<file path="config.mk">
export PLATFORM = sky130hd
export DESIGN_NAME = msi_cache_controller
export DESIGN_NICKNAME = d
export VERILOG_FILES = /design/src/rtl/msi_pkg.sv /design/src/rtl/msi_cache_controller.sv
export SDC_FILE = /design/constraint.sdc
export NUM_CORES = 1
export LEC_CHECK = 0
export ABC_AREA = 1
export BUFFER_PORTS_ARGS = -buffer_cell sky130_fd_sc_hd__buf_4
export CAP_MARGIN = 40
export CORE_MARGIN = 2
export CORE_UTILIZATION = 45
export DETAILED_ROUTE_END_ITERATION = 8
export PLACE_DENSITY = 0.73
export SYNTH_ARGS = -nofsm -noshare
export SYNTH_HDL_FRONTEND = slang
export SYNTH_SLANG_ARGS = --single-unit
</file>
<file path="constraint.sdc">
create_clock -name clock -period 1.25 [get_ports clock]
set_clock_uncertainty 0.1 [all_clocks]
set_input_delay 0.0625 -clock clock [delete_from_list [all_inputs] [get_ports clock]]
set_output_delay 0.0625 -clock clock [all_outputs]
set_load 0.01 [all_outputs]
</file>
<file path="src/rtl/msi_pkg.sv">
// Shared encodings for the MSI snooping cache controller.
package msi_pkg;

    // Coherence state of the single cache line (2'b11 is never written).
    typedef enum logic [1:0] {
        LineI = 2'b00,
        LineS = 2'b01,
        LineM = 2'b10
    } line_state_e;

    // Snoop bus command encoding, shared by bus_cmd and snoop_cmd.
    typedef enum logic [1:0] {
        CmdNone   = 2'd0,
        CmdRdMiss = 2'd1,
        CmdWrMiss = 2'd2,
        CmdInval  = 2'd3
    } bus_cmd_e;

    // Controller sequencing states.
    typedef enum logic [2:0] {
        StIdle,
        StResp,
        StWb,
        StBus,
        StFill
    } ctrl_state_e;

endpackage

</file>
<file path="src/rtl/msi_cache_controller.sv">
// MSI snooping controller for one cache line: serves CPU reads/writes, issues bus
// transactions on misses and S-line writes, and answers snoops from other caches.
module msi_cache_controller
    import msi_pkg::*;
#(
    parameter int unsigned ADDR_W = 3,
    parameter int unsigned DATA_W = 4
) (
    input  logic              clock,
    input  logic              reset,
    // CPU port
    input  logic              cpu_req,
    input  logic              cpu_we,
    input  logic [ADDR_W-1:0] cpu_addr,
    input  logic [DATA_W-1:0] cpu_wdata,
    output logic              cpu_ready,
    output logic [DATA_W-1:0] cpu_rdata,
    // cache_block interface
    input  logic [1:0]        line_state,
    input  logic [ADDR_W-1:0] line_addr,
    input  logic [DATA_W-1:0] line_data,
    output logic              line_write,
    output logic [1:0]        line_state_o,
    output logic [ADDR_W-1:0] line_addr_o,
    output logic [DATA_W-1:0] line_data_o,
    // bus request / command
    output logic              bus_req,
    input  logic              bus_grant,
    output logic [1:0]        bus_cmd,
    output logic [ADDR_W-1:0] bus_addr,
    // fill data
    input  logic              mem_ready,
    input  logic [DATA_W-1:0] mem_rdata,
    // writeback
    output logic              wb_valid,
    output logic [ADDR_W-1:0] wb_addr,
    output logic [DATA_W-1:0] wb_data,
    // snoop input
    input  logic              snoop_valid,
    input  logic [1:0]        snoop_cmd,
    input  logic [ADDR_W-1:0] snoop_addr
);

    ctrl_state_e       fsm_q, fsm_d;
    // Holds hit-read data for the response cycle, or fill data deferred by a snoop.
    logic [DATA_W-1:0] data_q, data_d;
    logic              held_q, held_d;

    logic              hit;
    logic              snoop_hit;
    logic              snoop_upd;
    logic [1:0]        grant_cmd;
    logic [DATA_W-1:0] fill_data;

    assign hit = (line_state != LineI) && (line_addr == cpu_addr);

    // Our own grant cycle owns the bus, so no other cache's command can be visible then.
    assign snoop_hit = snoop_valid && !bus_grant && (line_state != LineI)
                       && (snoop_addr == line_addr);

    // RD_MISS on an S line needs no action; everything else that hits rewrites the line.
    assign snoop_upd = snoop_hit && ((snoop_cmd == CmdWrMiss) || (snoop_cmd == CmdInval)
                       || ((snoop_cmd == CmdRdMiss) && (line_state == LineM)));

    // Command is chosen at grant time so snoops seen while waiting are accounted for.
    assign grant_cmd = (hit && cpu_we) ? CmdInval : (cpu_we ? CmdWrMiss : CmdRdMiss);

    assign fill_data = held_q ? data_q : mem_rdata;

    // Next-state and output decode; snoop updates take priority over CPU line updates.
    always_comb begin
        fsm_d        = fsm_q;
        data_d       = data_q;
        held_d       = held_q;
        cpu_ready    = 1'b0;
        cpu_rdata    = '0;
        line_write   = 1'b0;
        line_state_o = LineI;
        line_addr_o  = '0;
        line_data_o  = '0;
        bus_req      = 1'b0;
        bus_cmd      = CmdNone;
        bus_addr     = '0;
        wb_valid     = 1'b0;
        wb_addr      = '0;
        wb_data      = '0;

        if (snoop_upd) begin
            line_write   = 1'b1;
            line_addr_o  = line_addr;
            line_data_o  = line_data;
            line_state_o = (snoop_cmd == CmdRdMiss) ? LineS : LineI;
            if (line_state == LineM) begin
                wb_valid = 1'b1;
                wb_addr  = line_addr;
                wb_data  = line_data;
            end
        end

        unique case (fsm_q)
            StIdle: begin
                // A snooped update this cycle defers the CPU decision to the next cycle.
                if (cpu_req && !snoop_upd) begin
                    if (hit && !cpu_we) begin
                        data_d = line_data;
                        fsm_d  = StResp;
                    end else if (hit && (line_state == LineM)) begin
                        line_write   = 1'b1;
                        line_state_o = LineM;
                        line_addr_o  = cpu_addr;
                        line_data_o  = cpu_wdata;
                        fsm_d        = StResp;
                    end else if (hit) begin
                        fsm_d = StBus;
                    end else if (line_state == LineM) begin
                        fsm_d = StWb;
                    end else begin
                        fsm_d = StBus;
                    end
                end
            end
            StResp: begin
                cpu_ready = 1'b1;
                cpu_rdata = data_q;
                fsm_d     = StIdle;
            end
            StWb: begin
                if (snoop_upd) begin
                    fsm_d = StIdle;
                end else begin
                    wb_valid     = 1'b1;
                    wb_addr      = line_addr;
                    wb_data      = line_data;
                    line_write   = 1'b1;
                    line_state_o = LineI;
                    line_addr_o  = line_addr;
                    line_data_o  = line_data;
                    fsm_d        = StBus;
                end
            end
            StBus: begin
                bus_req  = 1'b1;
                bus_addr = cpu_addr;
                if (bus_grant) begin
                    bus_cmd = grant_cmd;
                    if (grant_cmd == CmdInval) begin
                        line_write   = 1'b1;
                        line_state_o = LineM;
                        line_addr_o  = cpu_addr;
                        line_data_o  = cpu_wdata;
                        cpu_ready    = 1'b1;
                        fsm_d        = StIdle;
                    end else begin
                        held_d = 1'b0;
                        fsm_d  = StFill;
                    end
                end
            end
            StFill: begin
                if (held_q || mem_ready) begin
                    if (snoop_upd) begin
                        // Keep the fill data; the line update retries next cycle.
                        if (!held_q) begin
                            data_d = mem_rdata;
                            held_d = 1'b1;
                        end
                    end else begin
                        line_write   = 1'b1;
                        line_addr_o  = cpu_addr;
                        line_state_o = cpu_we ? LineM : LineS;
                        line_data_o  = cpu_we ? cpu_wdata : fill_data;
                        cpu_ready    = 1'b1;
                        cpu_rdata    = cpu_we ? '0 : fill_data;
                        held_d       = 1'b0;
                        fsm_d        = StIdle;
                    end
                end
            end
            default: begin
                fsm_d = StIdle;
            end
        endcase

        // Reset abandons any transaction and invalidates the line without writeback.
        if (reset) begin
            fsm_d        = StIdle;
            data_d       = '0;
            held_d       = 1'b0;
            cpu_ready    = 1'b0;
            cpu_rdata    = '0;
            line_write   = 1'b1;
            line_state_o = LineI;
            line_addr_o  = '0;
            line_data_o  = '0;
            bus_req      = 1'b0;
            bus_cmd      = CmdNone;
            bus_addr     = '0;
            wb_valid     = 1'b0;
            wb_addr      = '0;
            wb_data      = '0;
        end
    end

    // State and data-hold registers with synchronous reset.
    always_ff @(posedge clock) begin
        if (reset) begin
            fsm_q  <= StIdle;
            data_q <= '0;
            held_q <= 1'b0;
        end else begin
            fsm_q  <= fsm_d;
            data_q <= data_d;
            held_q <= held_d;
        end
    end

endmodule

</file>
==> results.ini <==
[timing]
final_max_slew_viol_count=0
worst_pin_slew_ns=0.3906
finalCritPeriodShare=1.649
min_period_ns=2.061
finalSetupTns_ns=-20.82
finalHoldViolCount=0
max_freq_ghz=0.4853
rsz0062_at_grt=yes
finalSetupViolations=37
max-slew-margin-rel=0.7393
worst_slack_ns=-0.8107

[power_and_ir_drop]
p_clk_frac=0.057
sw_frac_of_total=0.5283
p_sw_mw=2.097
power.total_mw=3.970
power_density_nw_per_um2=1292
seqPwrFrac=0.095
intPower_mw=1.873
leakagePower_nw=1.608
p_comb_frac=0.848
max-vdd-ir-drop_mv=1.396

[yosys]
synthTopCellsByArea=nand2_1 24%, inv_1 13%, nor2_1 11%, dfxtp_1 10%, nand3_1 5.9%
synth_xor_area_frac=0
yosys_warnings=0
syn_inst=329
synth_top_area_cell=nand2_1
avgSynthCellArea_um2=4.891
synthAdderAreaFrac=0
synth_top_family_by_area=simple AND/OR/NAND/NOR gates
synth_cell_type_count=26
syn_nets=361
synthMuxAreaShare=0
synth-simple-area-share=0.5622
synthesis.area_um2=1609
yosysTopAreaCellShare=0.2403
synth_compound_area_frac=0.1563
seq_area_frac_synth=0.09953
ys_ff_latch=8

[drt]
dr.pass1.iters=5
wl_per_cell_um=16.26
routed_wl_um=8196
dr.first_iter.drc_count=404
drc=0
num_vias=2841
vias_per_cell=5.637
ant_nets=0

[min_path]
hold_path.class=in2reg
holdPathStages=2

[cts]
cts_num_sinks=8
path_clk_slew_ns=0.07
cts-htree-levels=1
cts_tree=done
root_buffer=clkbuf_4
cts_hold_buf=0
insertion_delay_ns=0.26
cts_max_path_buffers=2
cts_inserted_buffers=3

[place]
gp_congestion=0.9341
port_buffers=60
pre_cts_slack_ns=-0.4097
dp.final_hpwl_um=4503

[global_route]
grt_pass1_wl_um=10340
antenna_found_initial=0
grt-ovfl-total=0
grt_use_total=0.3141
grt_max_degree=18
grt_pass1_vias=2365

[setup_path]
worstSetupPathType=reg2out
crit_fanout=8
worstPathRequired_ns=1.09
worstRegToRegCells=8
ff2ff_setup_slack_ns=-0.44
startpoint_type=register
endpoint_kind=output port
worstPathArrival_ns=1.90

[die]
rows=21
dieWidth_um=63.80
ios=61
die_area_um2=4070
core_area_um2=3390
start_util=0.4747
dieHeight_um=63.80

[cells_and_area]
regArea_um2=168.9
nFillCells=163
multiInputGateArea_um2=1490
finalNetCount=491
antennaDiodeCount=0
drive_gt1_frac=0.5109
syn2layout_area_growth_pct=90.90

[outcome]
violations=negative setup slack
outcome=complete, but fails checks

[run]
max_cap_viol_count=0

cell type report:
| type | count | share of cell area |
|---|---|---|
| multi-input cells | 248 | 0.4851 |
| flip-flops and latches | 8 | 0.05499 |
| well taps | 46 | 0.01874 |
| repair buffers | 134 | 0.3511 |
| clock buffers | 4 | 0.008554 |
| inverters | 64 | 0.08147 |
power groups by stage:
stage | Sequential [mW] | Clock, mW | Combinational [mW]
2_1_floorplan | 0.355 | 0 | 1.48
3_3_place_gp | 0.358 | 0 | 2.48
3_5_place_dp | 0.359 | 0 | 2.51
4_1_cts | 0.355 | 0.223 | 2.76
5_1_grt | 0.379 | 0.245 | 3.58
6_report | 0.377 | 0.225 | 3.37
synth_stat cells:
cell	count
a21oi_1	16
a31oi_1	1
buf_2	3
buf_6	2
clkbuf_1	4
clkinv_1	1
dfxtp_1	8
inv_1	56
inv_2	7
nand2_1	103
nand2_2	4
nand2_4	2
nand3_1	19
nand3_2	2
nand4_1	2
nand4_2	2
nor2_1	49
nor2_2	10
nor2_4	4
nor3_1	4
nor4_1	1
o21a_1	1
o21ai_0	18
o21ai_1	4
o21ai_4	1
o22ai_1	5
critical path, cell delays in order, from the launching register on:
cell and delay [ns]:
dfxtp_4 0.38, inv_2 0.05, nor2_4 0.15, nand2_4 0.09, nor2_4 0.09, inv_2 0.06
nor2_4 0.22, nand2_1 0.12, o21ai_1 0.12, inv_1 0.08, a21oi_2 0.14, buf_4 0.13
per-stage QoR:
| stage | cell area (um^2) | instances | util | hold slack [ns] |
|---|---|---|---|---|
| 3_3_place_gp | 2655 | 488 | 0.7833 | 0.2478 |
| 3_5_place_dp | 2655 | 488 | 0.7833 | 0.2519 |
| 2_1_floorplan | 1734 | 329 | - | 0.1332 |
| 6_report | 3072 | 504 | 0.9062 | 0.01332 |
| 4_1_cts | 2806 | 497 | 0.8280 | 0.0004612 |
| 5_1_grt | 3072 | 504 | 0.9062 | 0.008890 |
worst paths after layout:
| path | start | endpoint |
|---|---|---|
| worst max-delay path | fsm_q[1] | line_data_o[0] |
| worst min register to register | data_q[1] | data_q[1] |
| worst min-delay path | reset | fsm_q[0] |
| worst max register to register | fsm_q[1] | held_q |
cells in the final DEF, fill, tap and decap left out, drive strengths merged:
| cell | count |
|---|---|
| o22ai | 5 |
| o21a | 1 |
| nor2 | 63 |
| inv | 62 |
| dfxtp | 8 |
| buf | 134 |
| a21oi | 16 |
| clkinv | 2 |
| clkbuf | 4 |
| nor3 | 4 |
| o21ai | 23 |
| nand3 | 21 |
| a31oi | 1 |
| nand4 | 4 |
| nor4 | 1 |
| nand2 | 109 |
repair_timing:
item / in CTS / in global routing
buffers inserted: 5 / 9
endpoints found under the setup margin: 37 / 37
pin swaps: 23 / 30
endpoints found under the hold margin: 0 / 0
gates resized for setup: 27 / 57
metal layers:
| layer | vias to the layer above | part of all wire | global-route usage |
|---|---|---|---|
| li1 | 1268 | - | - |
| met1 | 1226 | 0.37 | 0.3916 |
| met2 | 274 | 0.46 | 0.5482 |
| met3 | 73 | 0.10 | 0.04401 |
| met4 | 0 | 0.070 | 0.1087 |
| met5 | - | 0 | 0 |
cells by family after synthesis:
group,Yosys count
DFF,8
buffers and inverters,73
AOI/OAI and AO/OA,46
and+or+nand+nor,202
sequential cells by signal, indices dropped and copies added, names as in the netlist:
register,flops
data_q,4
held_q,1
fsm_q,3
(Power assumes the default switching activity.)
